<file path="config.mk">
export PLATFORM = sky130hd
export DESIGN_NAME = uart_rx_os
export DESIGN_NICKNAME = d
export VERILOG_FILES = /design/src/rtl/uart_rx_os.sv
export SDC_FILE = /design/constraint.sdc
export NUM_CORES = 1
export LEC_CHECK = 0
export CAP_MARGIN = 20
export CORE_ASPECT_RATIO = 1.2
export CORE_MARGIN = 2
export CORE_UTILIZATION = 58
export CTS_CLUSTER_DIAMETER = 30
export DETAILED_ROUTE_END_ITERATION = 10
export PLACE_DENSITY = 0.79
export SYNTH_ARGS = -nofsm -noshare
export SYNTH_HDL_FRONTEND = slang
export SYNTH_SLANG_ARGS = --single-unit
</file>
<file path="constraint.sdc">
create_clock -name clk -period 2.7 [get_ports clk]
set_input_delay 0.54 -clock clk [delete_from_list [all_inputs] [get_ports clk]]
set_output_delay 0.54 -clock clk [all_outputs]
set_load 0.01 [all_outputs]
</file>
<file path="src/rtl/uart_rx_os.sv">
// uart_rx_os: oversampling UART receiver with 3-sample majority voting and
// parity, framing and break reporting.
module uart_rx_os #(
    parameter int    DATA_BITS  = 8,
    parameter int    OVERSAMPLE = 8,
    parameter string PARITY     = "NONE",
    parameter int    STOP_BITS  = 1,
    parameter int    IDLE_BITS  = 10
) (
    input  logic                 clk,
    input  logic                 rst,
    input  logic                 rx,
    input  logic                 os_tick,
    output logic [DATA_BITS-1:0] rx_data,
    output logic                 rx_valid,
    output logic                 parity_err,
    output logic                 frame_err,
    output logic                 break_det,
    output logic                 busy
);
    localparam int M  = OVERSAMPLE / 2;
    localparam int TW = $clog2(OVERSAMPLE);
    localparam int IW = $clog2(IDLE_BITS * OVERSAMPLE + 1);
    localparam int BW = $clog2(DATA_BITS);
    localparam bit HAS_PAR = PARITY != "NONE";
    localparam bit ODD     = PARITY == "ODD";
    localparam logic [TW-1:0] T_LO   = TW'(M - 1);
    localparam logic [TW-1:0] T_MID  = TW'(M);
    localparam logic [TW-1:0] T_VOTE = TW'(M + 1);
    localparam logic [TW-1:0] T_END  = TW'(OVERSAMPLE - 1);
    localparam logic [IW-1:0] IDLE_LONG  = IW'(IDLE_BITS * OVERSAMPLE);
    localparam logic [IW-1:0] IDLE_SHORT = IW'(OVERSAMPLE);

    typedef enum logic [2:0] {WAIT_IDLE, IDLE, START, DATA, PAR, STOP} state_t;

    state_t               state;
    logic                 rx_m, rxs;
    logic [TW-1:0]        tcnt;
    logic [IW-1:0]        icnt;
    logic                 short_idle;
    logic [BW-1:0]        bcnt;
    logic                 scnt;
    logic [1:0]           vs;
    logic [DATA_BITS-1:0] shreg;
    logic                 pbit, stop_err, stop_zero;
    logic                 vote, last_stop;
    logic [IW-1:0]        ithr;

    // majority of the two earlier vote samples and the current one
    assign vote      = (vs[0] & vs[1]) | (rxs & (vs[0] | vs[1]));
    assign last_stop = scnt == 1'(STOP_BITS - 1);
    assign ithr      = short_idle ? IDLE_SHORT : IDLE_LONG;

    always_ff @(posedge clk) begin
        if (rst) begin
            rx_m       <= 1'b1;
            rxs        <= 1'b1;
            state      <= WAIT_IDLE;
            tcnt       <= '0;
            icnt       <= '0;
            short_idle <= 1'b0;
            bcnt       <= '0;
            scnt       <= 1'b0;
            vs         <= '0;
            shreg      <= '0;
            pbit       <= 1'b0;
            stop_err   <= 1'b0;
            stop_zero  <= 1'b1;
            rx_data    <= '0;
            rx_valid   <= 1'b0;
            parity_err <= 1'b0;
            frame_err  <= 1'b0;
            break_det  <= 1'b0;
            busy       <= 1'b0;
        end else begin
            rx_m     <= rx;
            rxs      <= rx_m;
            rx_valid <= 1'b0;
            if (os_tick) begin
                if (state != WAIT_IDLE && state != IDLE) begin
                    tcnt <= (tcnt == T_END) ? '0 : tcnt + 1'b1;
                    if (tcnt == T_LO) vs[0] <= rxs;
                    if (tcnt == T_MID) vs[1] <= rxs;
                end
                case (state)
                    WAIT_IDLE: begin
                        icnt <= rxs ? icnt + 1'b1 : '0;
                        if (rxs && icnt + 1'b1 == ithr) begin
                            state <= IDLE;
                            icnt  <= '0;
                        end
                    end
                    IDLE: if (!rxs) begin
                        state <= START;
                        tcnt  <= '0;
                        busy  <= 1'b1;
                    end
                    START: begin
                        if (tcnt == T_VOTE && vote) begin
                            state <= IDLE;
                            busy  <= 1'b0;
                        end else if (tcnt == T_END) begin
                            state <= DATA;
                            bcnt  <= '0;
                        end
                    end
                    DATA: begin
                        if (tcnt == T_VOTE) shreg <= {vote, shreg[DATA_BITS-1:1]};
                        if (tcnt == T_END) begin
                            bcnt <= bcnt + 1'b1;
                            if (bcnt == BW'(DATA_BITS - 1)) begin
                                if (HAS_PAR) state <= PAR;
                                else state <= STOP;
                                scnt      <= 1'b0;
                                stop_err  <= 1'b0;
                                stop_zero <= 1'b1;
                            end
                        end
                    end
                    PAR: begin
                        if (tcnt == T_VOTE) pbit <= vote;
                        if (tcnt == T_END) state <= STOP;
                    end
                    STOP: begin
                        if (tcnt == T_VOTE && last_stop) begin
                            rx_valid   <= 1'b1;
                            busy       <= 1'b0;
                            rx_data    <= shreg;
                            parity_err <= HAS_PAR && ((^shreg ^ pbit) != ODD);
                            frame_err  <= stop_err | ~vote;
                            break_det  <= ~vote & stop_zero & ~|shreg & ~(HAS_PAR && pbit);
                            // a framing error must see one clean bit time before re-arming
                            if (stop_err | ~vote) begin
                                state      <= WAIT_IDLE;
                                short_idle <= 1'b1;
                                icnt       <= '0;
                            end else begin
                                state <= IDLE;
                            end
                        end else if (tcnt == T_VOTE) begin
                            stop_err  <= stop_err | ~vote;
                            stop_zero <= stop_zero & ~vote;
                        end else if (tcnt == T_END) begin
                            scnt <= scnt + 1'b1;
                        end
                    end
                    default: state <= WAIT_IDLE;
                endcase
            end
        end
    end
endmodule

</file>
==> summary.md, run 1 <==
| Metric | Value |
|---|---|
| Worst skew pair latency | 0.30 ns |
| Met1 usage | 27.71% |
| Setup-failing EPs final | 0 |
| Number of hold buffers added after cts | 0 |
| Setup Skew | 0.005948 ns |
| Power Dens Cells | 482.6 nW/µm² |
| Largest cells by area after synthesis | dfxtp_1 39%, a21oi_1 6.7%, nand2_1 6.5% |
| Post-DP Area | 2380 µm² |
| Fraction of registers with async set/reset | 0% |
| Sequential cell area fraction in the yosys report | 39.26% |
| Htree depth | 2 |
| Post-synth top area cell | dfxtp_1 |
| Top Usage Layer GRT | met2 |
| Delay of the slowest cell on the worst path | 0.56 ns |
| Crit. path cell count | 7 |
| CP top delay family | compound AO/OA/AOI/OAI gates |
| Starting DRT DRC Count | 118 |
| Synth top area share | 39.26% |
| Clk root buf | clkbuf_8 |
| M3 GR Usage | 5.348% |
| Placed Cells | 331 |
| Initial antenna violation count | 0 |
| Gr ovfl total | 0 |
| Average via count per standard cell | 5.593 |
| Crit-path slowest cell | a211oi_1 |
| Max-Cap Viols | 0 |
| Post-CTS Setup Bufs | 0 |
| Synth Register Bits | 44 |
| Nets | 299 |
| Total power | 1196 µW |
| Critical Path RT | 2.93 ns |
| Worst slew margin | 58.14% |
| Clock transition at path regs | 0.08 ns |
| Die height | 72.13 µm |
| Setup CP Type | reg2reg |
| Worst-path fanout max | 7 |
| First drt pass iteration count | 4 |
| Final cell count without fillers | 339 |
| Post-Layout Inst Area | 2477 µm² |
| Routed len/inst | 12.81 µm |
| Worst Path Buf+Inv | 0 |
| Total number of vias | 1,896 |
| # IOs | 17 |
| Final-report max-slew violation count | 0 |
| Final Util | 67.62% |
| Clock sinks | 44 |
| Port-buffer cells | 15 |
| Mean area per synthesized cell | 8.128 µm² |
| Max Freq | 0.4271 GHz |
| Largest net degree at the start of global routing | 39 |
| Ys Warns | 0 |
| Cell Rows | 24 |
| First-pass GRT wire length | 7.307 mm |
| Post-synth EDFFs | 0 |
| Commonest cells after routing, fill and taps aside | 44 x dfxtp_1, 39 x nand2_1, 30 x a21oi_1 |
| DIE WIDTH | 60.78 µm |
| WP data arrival | 2.57 ns |
| Final Critical Period | 2.341 ns |
| Actual slew at the worst max-slew pin | 0.6255 ns |
| Setup tns final | 0 ns |
| Post-Syn Instances | 276 |
| Post-route ant nets | 0 |
| Min-Delay Path Depth | 1 |
| All-Layer GR Usage | 21.71% |
| Startpoint type of the worst setup path | flop |
| Clock Path Buffers | 2 |
| Synthesized net count | 289 |
| Vias in the first global route | 1,676 |
| Post-detail-place hpwl | 3.081 mm |
| Maximum VDD drop | 346.3 µV |
| Tcrit/Tclk final | 86.71% |
| Detailed Route WL | 4.341 mm |
| DIE AREA | 4384 µm² |
| Antenna Cells | 0 |
| Hold Violations, Final | 0 |
| Yosys cell types | 53 |
| Post-CTS Resized | 0 |
| CTS tree | done |
| Grt met2 use | 35.13% |
| Synth Flop Type | dfxtp_1 |
| Residual DRC | 0 |
| Cell Chain, Critical Path | ha_1 -> and3_1 -> a221oi_1 -> nor3_1 -> a211oi_1 -> nand2b_1 -> o22ai_1 |
| Mapped cell area | 2243 µm² |
| Most common cell after layout, fill and taps aside | dfxtp_1 |
| Share of cells above drive strength 1 | 8.014% |
| Placer Congestion | 0.9053 |
| Core ar. | 3664 µm² |
| Status | completed |
| Critical path endpoint category | flop |
| RSZ-0062 raised after global routing | false |
| Worst hold-check path type | reg2reg |
| Syn-to-layout area delta | 10.43% |
| LEAKAGE | 0.0008480 µW |
| Inserted Clock Buffers | 5 |
| Reg2Reg Depth | 7 |
| Initial core utilization | 61.24% |
## logic make-up (layout without fill, tap and decap cells)
family,Yosys count,after routing,share of synthesized area (%)
AND/OR/NAND/NOR,115,115,25.54
AO/OA/AOI/OAI,69,69,18.63
flip-flops,44,44,39.26
buffers and inverters,28,39,6.860
adder cells (fa/ha/maj),10,10,5.522
multiplexers,8,8,3.625
other,1,1,0.1672
XOR/XNOR,1,1,0.3905
## final cells by class
cell class              count  area (µm²)
fillers                   332        1186
inverters                  12       45.04
multi-input cells         204        1209
well taps                  52       65.06
clock buffers               6       82.58
flip-flops and latches     44       880.8
repair buffers             19       180.2
clock inverters             2       15.01
## Yosys cell counts (all sizes together), types with 2 or more instances
library cell,n
inv,12
dfxtp,44
or2,3
a22oi,2
a21o,2
or4,2
nor3b,2
a221oi,2
or3,2
and3,2
nor3,8
o21a,2
nor2,24
nand2b,6
ha,9
a211oi,6
o22ai,4
clkbuf,7
a31oi,2
nand3,10
buf,8
o21ai,12
and2b,2
nand3b,2
a21oi,30
nand2,39
nand4,3
mux2i,7
nor2b,4
## worst paths after layout
| check | to | from | slack (ns) |
|---|---|---|---|
| max reg2reg | icnt[2]$_SDFFE_PP0P_ | icnt[0]$_SDFFE_PP0P_ | 0.36 |
| min | rxs$_SDFF_PP1_ | rx_m$_SDFF_PP1_ | 0.42 |
| min reg2reg | rxs$_SDFF_PP1_ | rx_m$_SDFF_PP1_ | 0.42 |
| max | icnt[2]$_SDFFE_PP0P_ | icnt[0]$_SDFFE_PP0P_ | 0.36 |
## metal layers
layer | routed length [µm] | vias up
met5 | 0 | -
met4 | 66 | 0
met3 | 140 | 5
met2 | 2066 | 30
met1 | 2068 | 877
li1 | - | 984
## metrics by stage
step	setup slack, ns	hold slack (ns)
floorplan	0.5156	0.3895
global placement	0.2321	0.3958
detailed placement	0.2167	0.4063
CTS	0.3766	0.4228
global route	0.1645	0.4417
finish	0.3588	0.4207
## where the power goes
part,internal [µW],total (µW),switching (µW)
logic,37.6,87.8,50.2
clock network,207,433,226
registers,658,675,16.6
## sequential cells by signal (all words and copies together) (netlist names), 2 cells and up
register,flops
vs,2
rx_data,8
shreg,8
icnt,7
bcnt,3
state,3
tcnt,3
Power figures use the tool's default switching activity.
==> run 2: changes to the inputs <==
Settings changed: CTS_CLUSTER_DIAMETER 30 to default.
==> results of run 2 <==
Same layout as run 1: the final DEF is identical, and so are final timing and power.
